==> src/rtl/mips_pipe_pkg.sv <==
// mips_pipe_pkg: shared definitions for the MIPS 5-stage pipeline control.
//   - Forward-select encodings for the EX operand muxes.
//   - Scoreboard entry types for the EX, MEM and WB stages.
//   - Default register-address width and a "writes register" helper.
// The scoreboard structs are sized by REG_ADDR_WIDTH_DEFAULT; a core using a
// different register-address width changes that constant here.
package mips_pipe_pkg;

    localparam int REG_ADDR_WIDTH_DEFAULT = 5;

    localparam logic [1:0] FWD_REGFILE = 2'b00;
    localparam logic [1:0] FWD_EXMEM   = 2'b01;
    localparam logic [1:0] FWD_MEMWB   = 2'b10;

    typedef logic [REG_ADDR_WIDTH_DEFAULT-1:0] reg_addr_t;

    typedef struct packed {
        logic      v;
        reg_addr_t rs;
        reg_addr_t rt;
        reg_addr_t dst;
        logic      rw;
        logic      mr;
    } sb_ex_t;

    typedef struct packed {
        logic      v;
        reg_addr_t dst;
        logic      rw;
        logic      mr;
    } sb_mem_t;

    typedef struct packed {
        logic      v;
        reg_addr_t dst;
        logic      rw;
    } sb_wb_t;

    // True when a live entry will write register r. The zero register is
    // hardwired, so it never produces a value worth waiting for.
    function automatic logic writes_reg(input logic      v,
                                        input logic      rw,
                                        input reg_addr_t dst,
                                        input reg_addr_t r,
                                        input reg_addr_t zero);
        return v & rw & (dst != zero) & (dst == r);
    endfunction

endpackage

==> src/rtl/hazard_fwd_mux_sel.sv <==
// hazard_fwd_mux_sel: forward-source selector for one EX operand.
// Ports:
//   ex_src_i   source register read by the instruction in EX
//   mem_i      MEM-stage scoreboard entry
//   wb_i       WB-stage scoreboard entry
//   fwd_sel_o  FWD_REGFILE / FWD_EXMEM / FWD_MEMWB
// MEM is checked first so the youngest producer of a register wins.
module hazard_fwd_mux_sel
    import mips_pipe_pkg::*;
#(
    parameter reg_addr_t ZERO_REG = '0
) (
    input  reg_addr_t  ex_src_i,
    input  sb_mem_t    mem_i,
    input  sb_wb_t     wb_i,
    output logic [1:0] fwd_sel_o
);

    always_comb begin
        fwd_sel_o = FWD_REGFILE;
        if (writes_reg(mem_i.v, mem_i.rw, mem_i.dst, ex_src_i, ZERO_REG))
            fwd_sel_o = FWD_EXMEM;
        else if (writes_reg(wb_i.v, wb_i.rw, wb_i.dst, ex_src_i, ZERO_REG))
            fwd_sel_o = FWD_MEMWB;
    end

endmodule

==> src/rtl/mips_hazard_unit.sv <==
// mips_hazard_unit: hazard control for the 5-stage MIPS pipeline.
// Tracks EX/MEM/WB destination registers in a private scoreboard and drives
// PC/IF-ID hold, IF-ID flush, ID-EX bubble, EX forward selects and a
// saturating count of stall cycles.
// Ports:
//   clk, reset              rising-edge clock, async active-high reset
//   id_*                    decoded fields of the instruction in ID
//   ex_branch_taken         branch/jr in EX resolved taken
//   id_jump                 j/jal decoded in ID
//   pc_hold, if_id_hold     freeze fetch and ID
//   if_id_flush             IF/ID loads a NOP
//   id_ex_bubble            ID/EX loads zeroed control
//   fwd_a_sel, fwd_b_sel    EX operand sources (see mips_pipe_pkg)
//   stall_count             saturating count of data-hazard stall cycles
// Build option HAZARD_FORWARDING_EN:
//   defined   - forwarding from MEM/WB; only load-use stalls.
//   undefined - no forwarding (selects tied to regfile); stall while any
//               instruction in EX or MEM writes a source used in ID.
module mips_hazard_unit
    import mips_pipe_pkg::*;
#(
    parameter int REG_ADDR_WIDTH  = REG_ADDR_WIDTH_DEFAULT,
    parameter int ZERO_REG        = 0,
    parameter int STALL_CNT_WIDTH = 16
) (
    input  logic                       clk,
    input  logic                       reset,
    input  logic                       id_valid,
    input  logic [REG_ADDR_WIDTH-1:0]  id_rs,
    input  logic [REG_ADDR_WIDTH-1:0]  id_rt,
    input  logic                       id_uses_rs,
    input  logic                       id_uses_rt,
    input  logic [REG_ADDR_WIDTH-1:0]  id_dst,
    input  logic                       id_reg_write,
    input  logic                       id_mem_read,
    input  logic                       ex_branch_taken,
    input  logic                       id_jump,
    output logic                       pc_hold,
    output logic                       if_id_hold,
    output logic                       if_id_flush,
    output logic                       id_ex_bubble,
    output logic [1:0]                 fwd_a_sel,
    output logic [1:0]                 fwd_b_sel,
    output logic [STALL_CNT_WIDTH-1:0] stall_count
);

    localparam reg_addr_t ZR = reg_addr_t'(ZERO_REG);

    sb_ex_t  ex_q, ex_d;
    sb_mem_t mem_q;
    sb_wb_t  wb_q;
    logic [STALL_CNT_WIDTH-1:0] stall_cnt_q, stall_cnt_d;

    reg_addr_t rs_a, rt_a, dst_a;
    assign rs_a  = reg_addr_t'(id_rs);
    assign rt_a  = reg_addr_t'(id_rt);
    assign dst_a = reg_addr_t'(id_dst);

    // Producers ahead of ID that target a source ID actually reads.
    logic ex_hits, mem_hits;
    assign ex_hits  = (id_uses_rs & writes_reg(ex_q.v, ex_q.rw, ex_q.dst, rs_a, ZR))
                    | (id_uses_rt & writes_reg(ex_q.v, ex_q.rw, ex_q.dst, rt_a, ZR));
    assign mem_hits = (id_uses_rs & writes_reg(mem_q.v, mem_q.rw, mem_q.dst, rs_a, ZR))
                    | (id_uses_rt & writes_reg(mem_q.v, mem_q.rw, mem_q.dst, rt_a, ZR));

    logic stall, bubble;
    logic [1:0] fwd_a, fwd_b;

`ifdef HAZARD_FORWARDING_EN
    // Only a load in EX cannot be forwarded in time; one bubble moves it to
    // MEM, from where MEM/WB forwarding covers the consumer.
    assign stall = id_valid & ex_q.mr & ex_hits;

    hazard_fwd_mux_sel #(.ZERO_REG(ZR)) u_fwd_a (
        .ex_src_i  (ex_q.rs),
        .mem_i     (mem_q),
        .wb_i      (wb_q),
        .fwd_sel_o (fwd_a)
    );

    hazard_fwd_mux_sel #(.ZERO_REG(ZR)) u_fwd_b (
        .ex_src_i  (ex_q.rt),
        .mem_i     (mem_q),
        .wb_i      (wb_q),
        .fwd_sel_o (fwd_b)
    );
`else
    // Without forwarding the consumer waits until the producer reaches WB,
    // where the write-before-read register file resolves it.
    assign stall = id_valid & (ex_hits | mem_hits);
    assign fwd_a = FWD_REGFILE;
    assign fwd_b = FWD_REGFILE;
`endif

    // A taken branch squashes ID, so a stall for it is pointless.
    assign bubble = stall | ex_branch_taken;

    always_comb begin
        ex_d = '0;
        if (!bubble) begin
            ex_d.v   = id_valid;
            ex_d.rs  = rs_a;
            ex_d.rt  = rt_a;
            ex_d.dst = dst_a;
            ex_d.rw  = id_reg_write;
            ex_d.mr  = id_mem_read;
        end
    end

    always_comb begin
        stall_cnt_d = stall_cnt_q;
        if (stall && !ex_branch_taken && stall_cnt_q != {STALL_CNT_WIDTH{1'b1}})
            stall_cnt_d = stall_cnt_q + 1'b1;
    end

    always_ff @(posedge clk or posedge reset) begin
        if (reset) begin
            ex_q        <= '0;
            mem_q       <= '0;
            wb_q        <= '0;
            stall_cnt_q <= '0;
        end else begin
            ex_q        <= ex_d;
            mem_q       <= '{v: ex_q.v, dst: ex_q.dst, rw: ex_q.rw, mr: ex_q.mr};
            wb_q        <= '{v: mem_q.v, dst: mem_q.dst, rw: mem_q.rw};
            stall_cnt_q <= stall_cnt_d;
        end
    end

    // Inputs from ID/EX can toggle while reset is held; keep outputs quiet.
    assign pc_hold      = ~reset & stall & ~ex_branch_taken;
    assign if_id_hold   = ~reset & stall & ~ex_branch_taken;
    assign if_id_flush  = ~reset & (ex_branch_taken | id_jump);
    assign id_ex_bubble = ~reset & bubble;
    assign fwd_a_sel    = reset ? FWD_REGFILE : fwd_a;
    assign fwd_b_sel    = reset ? FWD_REGFILE : fwd_b;
    assign stall_count  = stall_cnt_q;

endmodule

==> config.mk <==
export PLATFORM = sky130hd
export DESIGN_NAME = mips_hazard_unit
export DESIGN_NICKNAME = d
export VERILOG_FILES = /design/src/rtl/mips_pipe_pkg.sv /design/src/rtl/hazard_fwd_mux_sel.sv /design/src/rtl/mips_hazard_unit.sv
export SDC_FILE = /design/constraint.sdc
export NUM_CORES = 1
export LEC_CHECK = 0
export BUFFER_PORTS_ARGS = -buffer_cell sky130_fd_sc_hd__buf_2
export CAP_MARGIN = 10
export CORE_AREA = 3 3 64 80
export DETAILED_ROUTE_END_ITERATION = 8
export DIE_AREA = 0 0 67 83
export GPL_ROUTABILITY_DRIVEN = 0
export SETUP_SLACK_MARGIN = 0.05
export SYNTH_ARGS = -nofsm -noshare
export SYNTH_HDL_FRONTEND = slang
export SYNTH_SLANG_ARGS = --single-unit
==> constraint.sdc <==
create_clock -name clk -period 5.1 [get_ports clk]
set_input_delay 0.51 -clock clk [delete_from_list [all_inputs] [get_ports clk]]
set_output_delay 0.51 -clock clk [all_outputs]
set_load 0.005 [all_outputs]
==> results_dict.tcl, run 1 <==
set metrics [dict create \
    first_pass_iters 4 \
    path_clk_slew_ps 60 \
    drc_errors 0 \
    worstPathArrival_ps 2420 \
    min_path_type "in2async" \
    via_count 1200 \
    grtUsageMet3 0.03248 \
    irDropWorstVdd_v 0.0002146 \
    syn_inst 141 \
    slowest_stage "a21oi_1" \
    drt_wl_total_mm 3.261 \
    leakage_nw 0.9174 \
    grt_pass1_vias 1200 \
    die_area_um2 5561 \
    antenna_left 0 \
    die_w_um 67 \
    synth_top_family_by_area "simple AND/OR/NAND/NOR gates" \
    h-tree-depth 2 \
    required_ps 4590 \
    synth_adder_area_share 0.008203 \
    num-nets-final 213 \
    grt_max_degree 31 \
    wire_per_inst_um 13.20 \
    hold_buffers 0 \
    track_usage 0.1316 \
    seq_area_frac_synth 0.4922 \
    r2r_end "stall_count[1]" \
    status "finished clean" \
    die_h_um 83 \
    cts.repair.resized 0 \
    critical_path_class "reg2out" \
    grt_pass1_wl_mm 5.595 \
    critical-path-max-stage-delay_ps 500 \
    cts_num_sinks 30 \
    synthMuxAreaShare 0.009844 \
    fin_crit_ps 2930 \
    drt_iter0_markers 57 \
    use_met2 0.2048 \
    critPathLaunchType "flop" \
    clk-insertion-delay-late_ps 270 \
    drive_above_1_share 0.2857 \
    synthSimpleGateAreaFrac 0.2075 \
    fin_setup_tns_ps 0 \
    tightest_slew_ps 720.1 \
    core_um2 4459 \
    ys.flop_type "dfrtp_1" \
    hold_viol 0 \
    yosys_warnings 0 \
    synth_edf_count 0 \
    drv_slew 0 \
    maxCapViolations 0 \
    rows 27 \
    ys_types 27 \
    rsz0062_at_grt "no" \
    grt_overflow 0 \
    endpoint_kind "primary output" \
    place_inst 239 \
    reg2reg_from "stall_count[0]" \
    dp_hpwl_mm 2.519 \
    ff2ff_path_depth 6 \
    ys_seq_elements 30 \
    relSlewSlack 0.5199 \
    grt_busiest_layer "met2" \
    synth_xor_area_frac 0.1952 \
    area_growth_pct 23.71 \
    fmax_mhz 341.4 \
    setup_viol_count_final 0 \
    postCtsSetupBuffers 0 \
    synthArstFlopShare 1.000 \
    critPathLaunch "ex_q[2]" \
    skew_ps 3.567 \
    vias_per_cell 4.858 \
    finalCritPeriodShare 0.5744 \
    synth_area_um2 1525 \
    finalNonFillerCells 247 \
    start_util 0.3420 \
    synth_compound_area_frac 0.04758 \
    ioPinCount 48 \
    tritoncts "yes" \
    port-buffer-count 42 \
    cp_max_fo 7 \
    grt_use_met1 0.1657 \
    clockBufferDepth 2 \
    n_antenna_cell 0 \
    worstPathCellList "or3_1, o311a_1, a22o_1, a21oi_1, nor2_1, buf_2" \
    cts_made_buffers 5 \
    antenna_found_initial 0 \
    r2r_slack_ps 2620 \
    powerDensity_nw_per_um2 278.0 \
    cts_root_buf "clkbuf_8" \
    postSynthAreaPerCell_um2 10.82 \
]
==> critical path, delay by kind of cell (launching register included) <==
kind | cells | cell delay, ps
AO/OA/AOI/OAI | 3 | 1120
buffers and inverters | 1 | 140
flip-flops | 1 | 420
AND/OR/NAND/NOR | 2 | 470
==> how the worst max path moves through the flow <==
stage | to | slack [ps] | depth (start not counted)
after floorplan | id_ex_bubble | 2900 | 5
after global routing | id_ex_bubble | 2040 | 6
after global placement | id_ex_bubble | 2430 | 6
final | id_ex_bubble | 2170 | 6
after detailed placement | id_ex_bubble | 2410 | 6
after CTS | id_ex_bubble | 2100 | 6
==> metrics by stage <==
| stage | setup WS (ps) | utilization | hold slack, ps | power (W) | instance area, um2 |
|---|---|---|---|---|---|
| after detailed placement | 2410 | 0.3987 | 365.2 | 0.0003001 | 1778 |
| after CTS | 2105 | 0.4231 | 343.7 | 0.0005315 | 1887 |
| final | 2170 | 0.4231 | 332.8 | 0.0005245 | 1887 |
| after floorplan | 2901 | - | 353.9 | 0.0002821 | 1536 |
| after global routing | 2035 | 0.4231 | 376.0 | 0.0005489 | 1887 |
| after global placement | 2431 | 0.3987 | 367.3 | 0.0002999 | 1778 |
==> per-layer routing <==
| layer | share of wire | vias to the layer above |
|---|---|---|
| met3 | 0.094 | 8 |
| met1 | 0.42 | 557 |
| li1 | - | 574 |
| met5 | 0 | - |
| met2 | 0.47 | 61 |
| met4 | 0.023 | 0 |
==> power breakdown <==
group | internal (W) | leakage [nW] | switching, W
clock | 0.000144 | 0.0579 | 0.0000863
combinational | 0.0000226 | 0.461 | 0.0000216
sequential | 0.000244 | 0.399 | 0.00000634
==> flip-flops by register name, summed over array words and instances (netlist names) <==
name	flops
ex_q	7
mem_q	7
stall_count	16
==> kinds of logic after synthesis <==
kind of cell | after synthesis
buf+inv | 8
xor+xnor | 34
simple gates | 57
flops | 30
mux | 1
fa+ha+maj | 1
other cells | 1
compound gates | 9
==> cell usage after synthesis, types with 2 or more instances <==
cell type	number	area (um2)
dfrtp_1	30	750.7
xnor2_1	24	210.2
nand2_1	11	41.29
xor2_1	10	87.58
nand4_1	8	50.05
nor2_1	8	30.03
and2_1	6	37.54
nor4_1	6	37.54
buf_4	5	37.54
nand3_1	5	25.02
nor3b_1	5	37.54
a21oi_1	2	10.01
inv_1	2	7.510
nand2b_1	2	12.51
nor4b_1	2	17.52
o22ai_1	2	12.51
o311a_1	2	20.02
or3_1	2	12.51
==> cells in the final DEF (no fill, tap or decap) <==
master,count
conb_1,4
o22ai_1,2
nor3b_1,5
xnor2_1,24
and2_1,6
a21oi_1,2
xor2_1,10
a41oi_1,1
nand4_1,8
or3_1,2
clkinv_2,2
o311a_1,2
buf_4,1
clkbuf_8,5
nor3_2,1
nand2_1,11
nor2_1,8
a22o_1,1
nand3_1,5
inv_1,2
dfrtp_1,30
nor3_1,1
nand2b_1,2
nor4b_1,2
bufinv_16,1
a22oi_2,1
buf_2,42
nor4_1,6
ha_1,1
mux2_4,1
==> layout make-up <==
| type | instances | area [um2] |
|---|---|---|
| tap | 58 | 72.57 |
| clock buffer | 5 | 68.82 |
| timing repair buffer | 43 | 217.7 |
| inverter | 2 | 7.507 |
| multi-input combinational | 106 | 729.5 |
| clock inverter | 3 | 40.04 |
| fill | 465 | 2572 |
| sequential | 30 | 750.7 |
Power figures use the tool's default switching activity.
==> run 2: changes to the inputs <==
==> constraint.sdc (replaced) <==
create_clock -name clk -period 2.7 [get_ports clk]
set_input_delay 0.27 -clock clk [delete_from_list [all_inputs] [get_ports clk]]
set_output_delay 0.27 -clock clk [all_outputs]
set_load 0.005 [all_outputs]
==> run 2 against run 1 <==
Effect of this change: critical path depth is the same; sequential share of layout area is 0.053 points higher; final area down 0.13%; hold slack lost 240 ps; count of clock-buffer cells in the layout increased by 2; power increased by 76%; non-clock buffer count up 2; cell count grew 0.81%.
==> results_dict.tcl, run 2 (synthesized netlist as in run 1, its figures left out) <==
set metrics [dict create \
    drive_above_1_share 0.2880 \
    critical-path-max-stage-delay_ps 420 \
    cp_num_buf_inv 1 \
    die_area_um2 5561 \
    grt_pass1_wl_mm 5.437 \
    hold_viol 0 \
    rows 27 \
    cts_root_buf "clkbuf_8" \
    endpoint_kind "primary output" \
    ff2ff_path_depth 7 \
    dp_hpwl_mm 2.503 \
    die_h_um 83 \
    ioPinCount 48 \
    drc_errors 0 \
    relSlewSlack 0.6195 \
    drt_iter0_markers 36 \
    critPathLaunch "ex_q[2]" \
    min_path_type "in2async" \
    start_util 0.3420 \
    tightest_slew_ps 565.6 \
    port-buffer-count 42 \
    n_fill_cell 469 \
    clockBufferDepth 2 \
    path_delay_family "compound AO/OA/AOI/OAI gates" \
    tritoncts "yes" \
    drv_slew 0 \
    h-tree-depth 2 \
    critical_path_class "reg2out" \
    status "finished clean" \
    worstPathCellList "or3_1, o311a_1, a22o_1, a21oi_1, nor2_1, buf_2" \
    register_area_um2 750.7 \
    slowest_stage "dfrtp_1" \
    path_clk_slew_ps 60 \
    critPathLaunchType "flop" \
    r2r_end "stall_count[1]" \
    pre_cts_ws_ps 462.3 \
    die_w_um 67 \
    grt_max_degree 31 \
    fin_crit_ps 2389 \
    worstPathArrival_ps 2120 \
    r2r_slack_ps 460 \
    multiInputGateArea_um2 729.5 \
    powerDensity_nw_per_um2 491.1 \
    reg2reg_from "stall_count[0]" \
    final_common_cell "buf_2" \
    leakage_nw 0.9167 \
    postCtsSetupBuffers 0 \
    wire_per_inst_um 13.15 \
    core_um2 4459 \
    area_growth_pct 23.54 \
    via_count 1175 \
    setup_ws_ps 311.1 \
    maxCapViolations 0 \
    first_pass_iters 4 \
    fmax_mhz 418.6 \
    vias_per_cell 4.719 \
    cp_num_cells 6 \
    cts.repair.resized 0 \
    fin_setup_tns_ps 0 \
    endpoint "id_ex_bubble" \
    grt_pass1_vias 1152 \
    track_usage 0.1268 \
    clk-insertion-delay-late_ps 280 \
    irDropWorstVdd_v 0.0002747 \
    cts_num_sinks 30 \
    required_ps 2430 \
    cts_made_buffers 5 \
    antenna_left 0 \
    setup_viol_count_final 0 \
    grt_overflow 0 \
    cp_max_fo 6 \
    num-nets-final 215 \
    antenna_found_initial 0 \
    final_cell_mix "buf_2 (42), dfrtp_1 (30), xnor2_1 (24)" \
    finalCritPeriodShare 0.8848 \
    largest_reg_flops 16 \
    drt_wl_total_mm 3.274 \
    rsz0062_at_grt "no" \
    n_antenna_cell 0 \
    hold_buffers 0 \
    power_w 0.0009253 \
    skew_ps 1.147 \
]
==> run 2: cell types whose count changed in the layout (fill, tap and decap cells not counted) <==
| cell | previous run | this run |
|---|---|---|
| bufinv_16 | 1 | 0 |
| clkbuf_1 | 0 | 1 |
| clkinv_2 | 2 | 1 |
| buf_4 | 1 | 3 |
| clkbuf_8 | 5 | 6 |
==> run 2: layout make-up <==
| cell class | instances | share of cell area |
|---|---|---|
| flip-flops and latches | 30 | 0.3984 |
| multi-input cells | 106 | 0.3871 |
| repair buffers | 45 | 0.1235 |
| clock buffers | 7 | 0.04582 |
| well taps | 58 | 0.03851 |
| inverters | 2 | 0.003984 |
| clock inverters | 1 | 0.002656 |
==> run 2: how the worst min path moves through the flow <==
stage             start         endpoint  slack, ps  depth (start not counted)
2_1_floorplan   ex_q[1]         mem_q[1]        350                          0
3_3_place_gp   ex_q[17]         mem_q[7]        370                          0
3_5_place_dp   ex_q[17]         mem_q[7]        370                          0
4_1_cts           reset  stall_count[10]        100                          3
5_1_grt           reset         mem_q[5]        130                          3
6_report          reset         mem_q[5]         90                          3
==> run 2: where the power goes <==
| group | switching (W) | internal (W) | leakage [nW] |
|---|---|---|---|
| clock | 0.000163 | 0.000205 | 0.0482 |
| combinational | 0.0000408 | 0.0000436 | 0.470 |
| sequential | 0.0000117 | 0.000461 | 0.399 |
==> run 2: through the flow <==
stage	hold slack, ps	util	cell area [um2]	instances
floorplan	353.9	-	1536	144
global placement	366.7	0.4021	1793	241
detailed placement	366.0	0.4021	1793	241
CTS	100.3	0.4226	1884	249
global route	129.2	0.4226	1884	249
finish	90.80	0.4226	1884	249
==> run 2: worst register-to-register path: stages, from the launching register on <==
cell,delay (ps)
dfrtp_1,420
ha_1,270
nand4_1,110
nor4_1,450
nor3b_1,130
a22oi_2,200
buf_4,240
mux2_4,320
==> run 2: routing by layer <==
layer / global-route usage / vias up / wire, um
li1: - / 576 / -
met1: 0.1661 / 546 / 1427
met2: 0.1959 / 47 / 1541
met3: 0.03789 / 6 / 258
met4: 0.04428 / 0 / 47
met5: 0 / - / 0
==> run 3: changes to the inputs <==
--- a/config.mk
+++ b/config.mk
@@ -11,6 +11,7 @@
 export DETAILED_ROUTE_END_ITERATION = 8
 export DIE_AREA = 0 0 67 83
 export GPL_ROUTABILITY_DRIVEN = 0
+export REMOVE_ABC_BUFFERS = 1
 export SETUP_SLACK_MARGIN = 0.05
 export SYNTH_ARGS = -nofsm -noshare
 export SYNTH_HDL_FRONTEND = slang
==> run 3 against run 2 <==
Effect of this change: final area is the same; largest power group unchanged; count of clock-buffer cells in the layout stayed put; global-route usage up 0.97 points; flip-flop and latch count did not move; power shrank 0.28%.
==> results_dict.tcl, run 3 (synthesized netlist as in run 1, its figures left out) <==
set metrics [dict create \
    cts.repair.resized 0 \
    place_area_um2 1793 \
    grt_overflow 0 \
    path_clk_slew_ps 60 \
    grt_pass1_wl_mm 5.816 \
    rsz0062_at_grt "no" \
    area_growth_pct 23.54 \
    largest_reg_flops 16 \
    fin_crit_ps 2416 \
    grt_max_degree 31 \
    pre_cts_ws_ps 505.4 \
    powerDensity_nw_per_um2 489.7 \
    status "finished clean" \
    critical-path-max-stage-delay_ps 410 \
    tritoncts "yes" \
    antenna_found_initial 0 \
    cts_num_sinks 30 \
    fin_setup_tns_ps 0 \
    endpoint_kind "primary output" \
    die_area_um2 5561 \
    dp_hpwl_mm 2.545 \
    clockBufferDepth 2 \
    relSlewSlack 0.6705 \
    ioPinCount 48 \
    irDropWorstVdd_v 0.0002567 \
    antenna_left 0 \
    reg2reg_from "stall_count[0]" \
    sw_frac_of_total 0.2304 \
    port-buffer-count 42 \
    final_area_um2 1884 \
    final_cell_mix "buf_2 (42), dfrtp_1 (30), xnor2_1 (24)" \
    postCtsSetupBuffers 0 \
    drt_iter0_markers 48 \
    setup_ws_ps 283.6 \
    via_count 1199 \
    first_pass_iters 4 \
    worstPathCellList "or3_1, o311a_1, a22o_1, a21oi_1, nor2_1, buf_2" \
    h-tree-depth 2 \
    p_int_w 0.0007101 \
    rows 27 \
    ff2ff_path_depth 7 \
    num-nets-final 215 \
    cp_max_fo 6 \
    worstPathArrival_ps 2150 \
    cts_root_buf "clkbuf_8" \
    combinationalPowerShare 0.092 \
    die_h_um 83 \
    required_ps 2430 \
    drive_above_1_share 0.2880 \
    core_um2 4459 \
    slowest_stage "dfrtp_1" \
    cts_made_buffers 5 \
    drv_slew 0 \
    leakage_nw 0.9167 \
    drc_errors 0 \
    r2r_end "stall_count[1]" \
    drt_wl_total_mm 3.376 \
    cp_num_buf_inv 1 \
    cp_num_cells 6 \
    die_w_um 67 \
    critical_path_class "reg2out" \
    path_delay_family "compound AO/OA/AOI/OAI gates" \
    fmax_mhz 413.8 \
    switchingPower_w 0.0002126 \
    clk-insertion-delay-late_ps 280 \
    critPathLaunch "mem_q[2]" \
    r2r_slack_ps 520 \
    power_frac_clock 0.395 \
    endpoint "id_ex_bubble" \
    start_util 0.3420 \
    critPathLaunchType "flop" \
    vias_per_cell 4.815 \
    pwr-share-seq 0.513 \
    tightest_slew_ps 489.7 \
    maxCapViolations 0 \
    setup_viol_count_final 0 \
    wire_per_inst_um 13.56 \
    min_path_type "in2async" \
    n_antenna_cell 0 \
    track_usage 0.1365 \
    final_common_cell "buf_2" \
    hold_viol 0 \
    grt_pass1_vias 1251 \
    hold_buffers 0 \
    skew_ps 4.331 \
    finalCritPeriodShare 0.8950 \
]
==> run 3: worst min-delay path by stage <==
stage | end | slack (ps) | start
6_report | stall_count[7] | 100 | reset
5_1_grt | mem_q[5] | 150 | reset
4_1_cts | stall_count[7] | 100 | reset
3_5_place_dp | mem_q[1] | 370 | ex_q[1]
3_3_place_gp | mem_q[7] | 370 | ex_q[17]
2_1_floorplan | mem_q[1] | 350 | ex_q[1]
==> run 3: power by group through the flow <==
stage                     logic (W)  clock network, W  registers, W
final                     0.0000850          0.000365      0.000473
after global routing      0.0000965          0.000402      0.000474
after CTS                 0.0000871          0.000377      0.000473
after detailed placement  0.0000865                 0      0.000482
after global placement    0.0000863                 0      0.000481
after floorplan           0.0000494                 0      0.000479
==> run 3: layer usage <==
metal  GRT usage  up-vias  wire, um
met5           0        -         0
met2      0.2174       42      1662
met1      0.1742      572      1429
met3     0.04060        7       236
met4     0.04428        0        48
li1            -      578         -
==> run 3: cell type report <==
| class | count | area (um2) |
|---|---|---|
| fillers | 457 | 2575 |
| flip-flops and latches | 30 | 750.7 |
| multi-input cells | 106 | 729.5 |
| repair buffers | 45 | 232.7 |
| clock buffers | 7 | 86.33 |
| well taps | 58 | 72.57 |
| inverters | 2 | 7.507 |
| clock inverters | 1 | 5.005 |
==> run 3: metrics by stage <==
step,std cells,util,hold slack (ps),total power (W)
3_3_place_gp,241,0.4021,367.1,0.0005677
5_1_grt,249,0.4226,151.8,0.0009732
4_1_cts,249,0.4226,103.3,0.0009372
3_5_place_dp,241,0.4021,369.8,0.0005682
6_report,249,0.4226,101.3,0.0009228
2_1_floorplan,138,-,353.9,0.0005287
==> run 3: worst register-to-register path: stages, from the launching register on <==
cell	delay [ps]
dfrtp_1	420
ha_1	280
nand4_1	110
nor4_1	390
nor3b_1	120
a22oi_2	190
buf_4	240
mux2_4	320
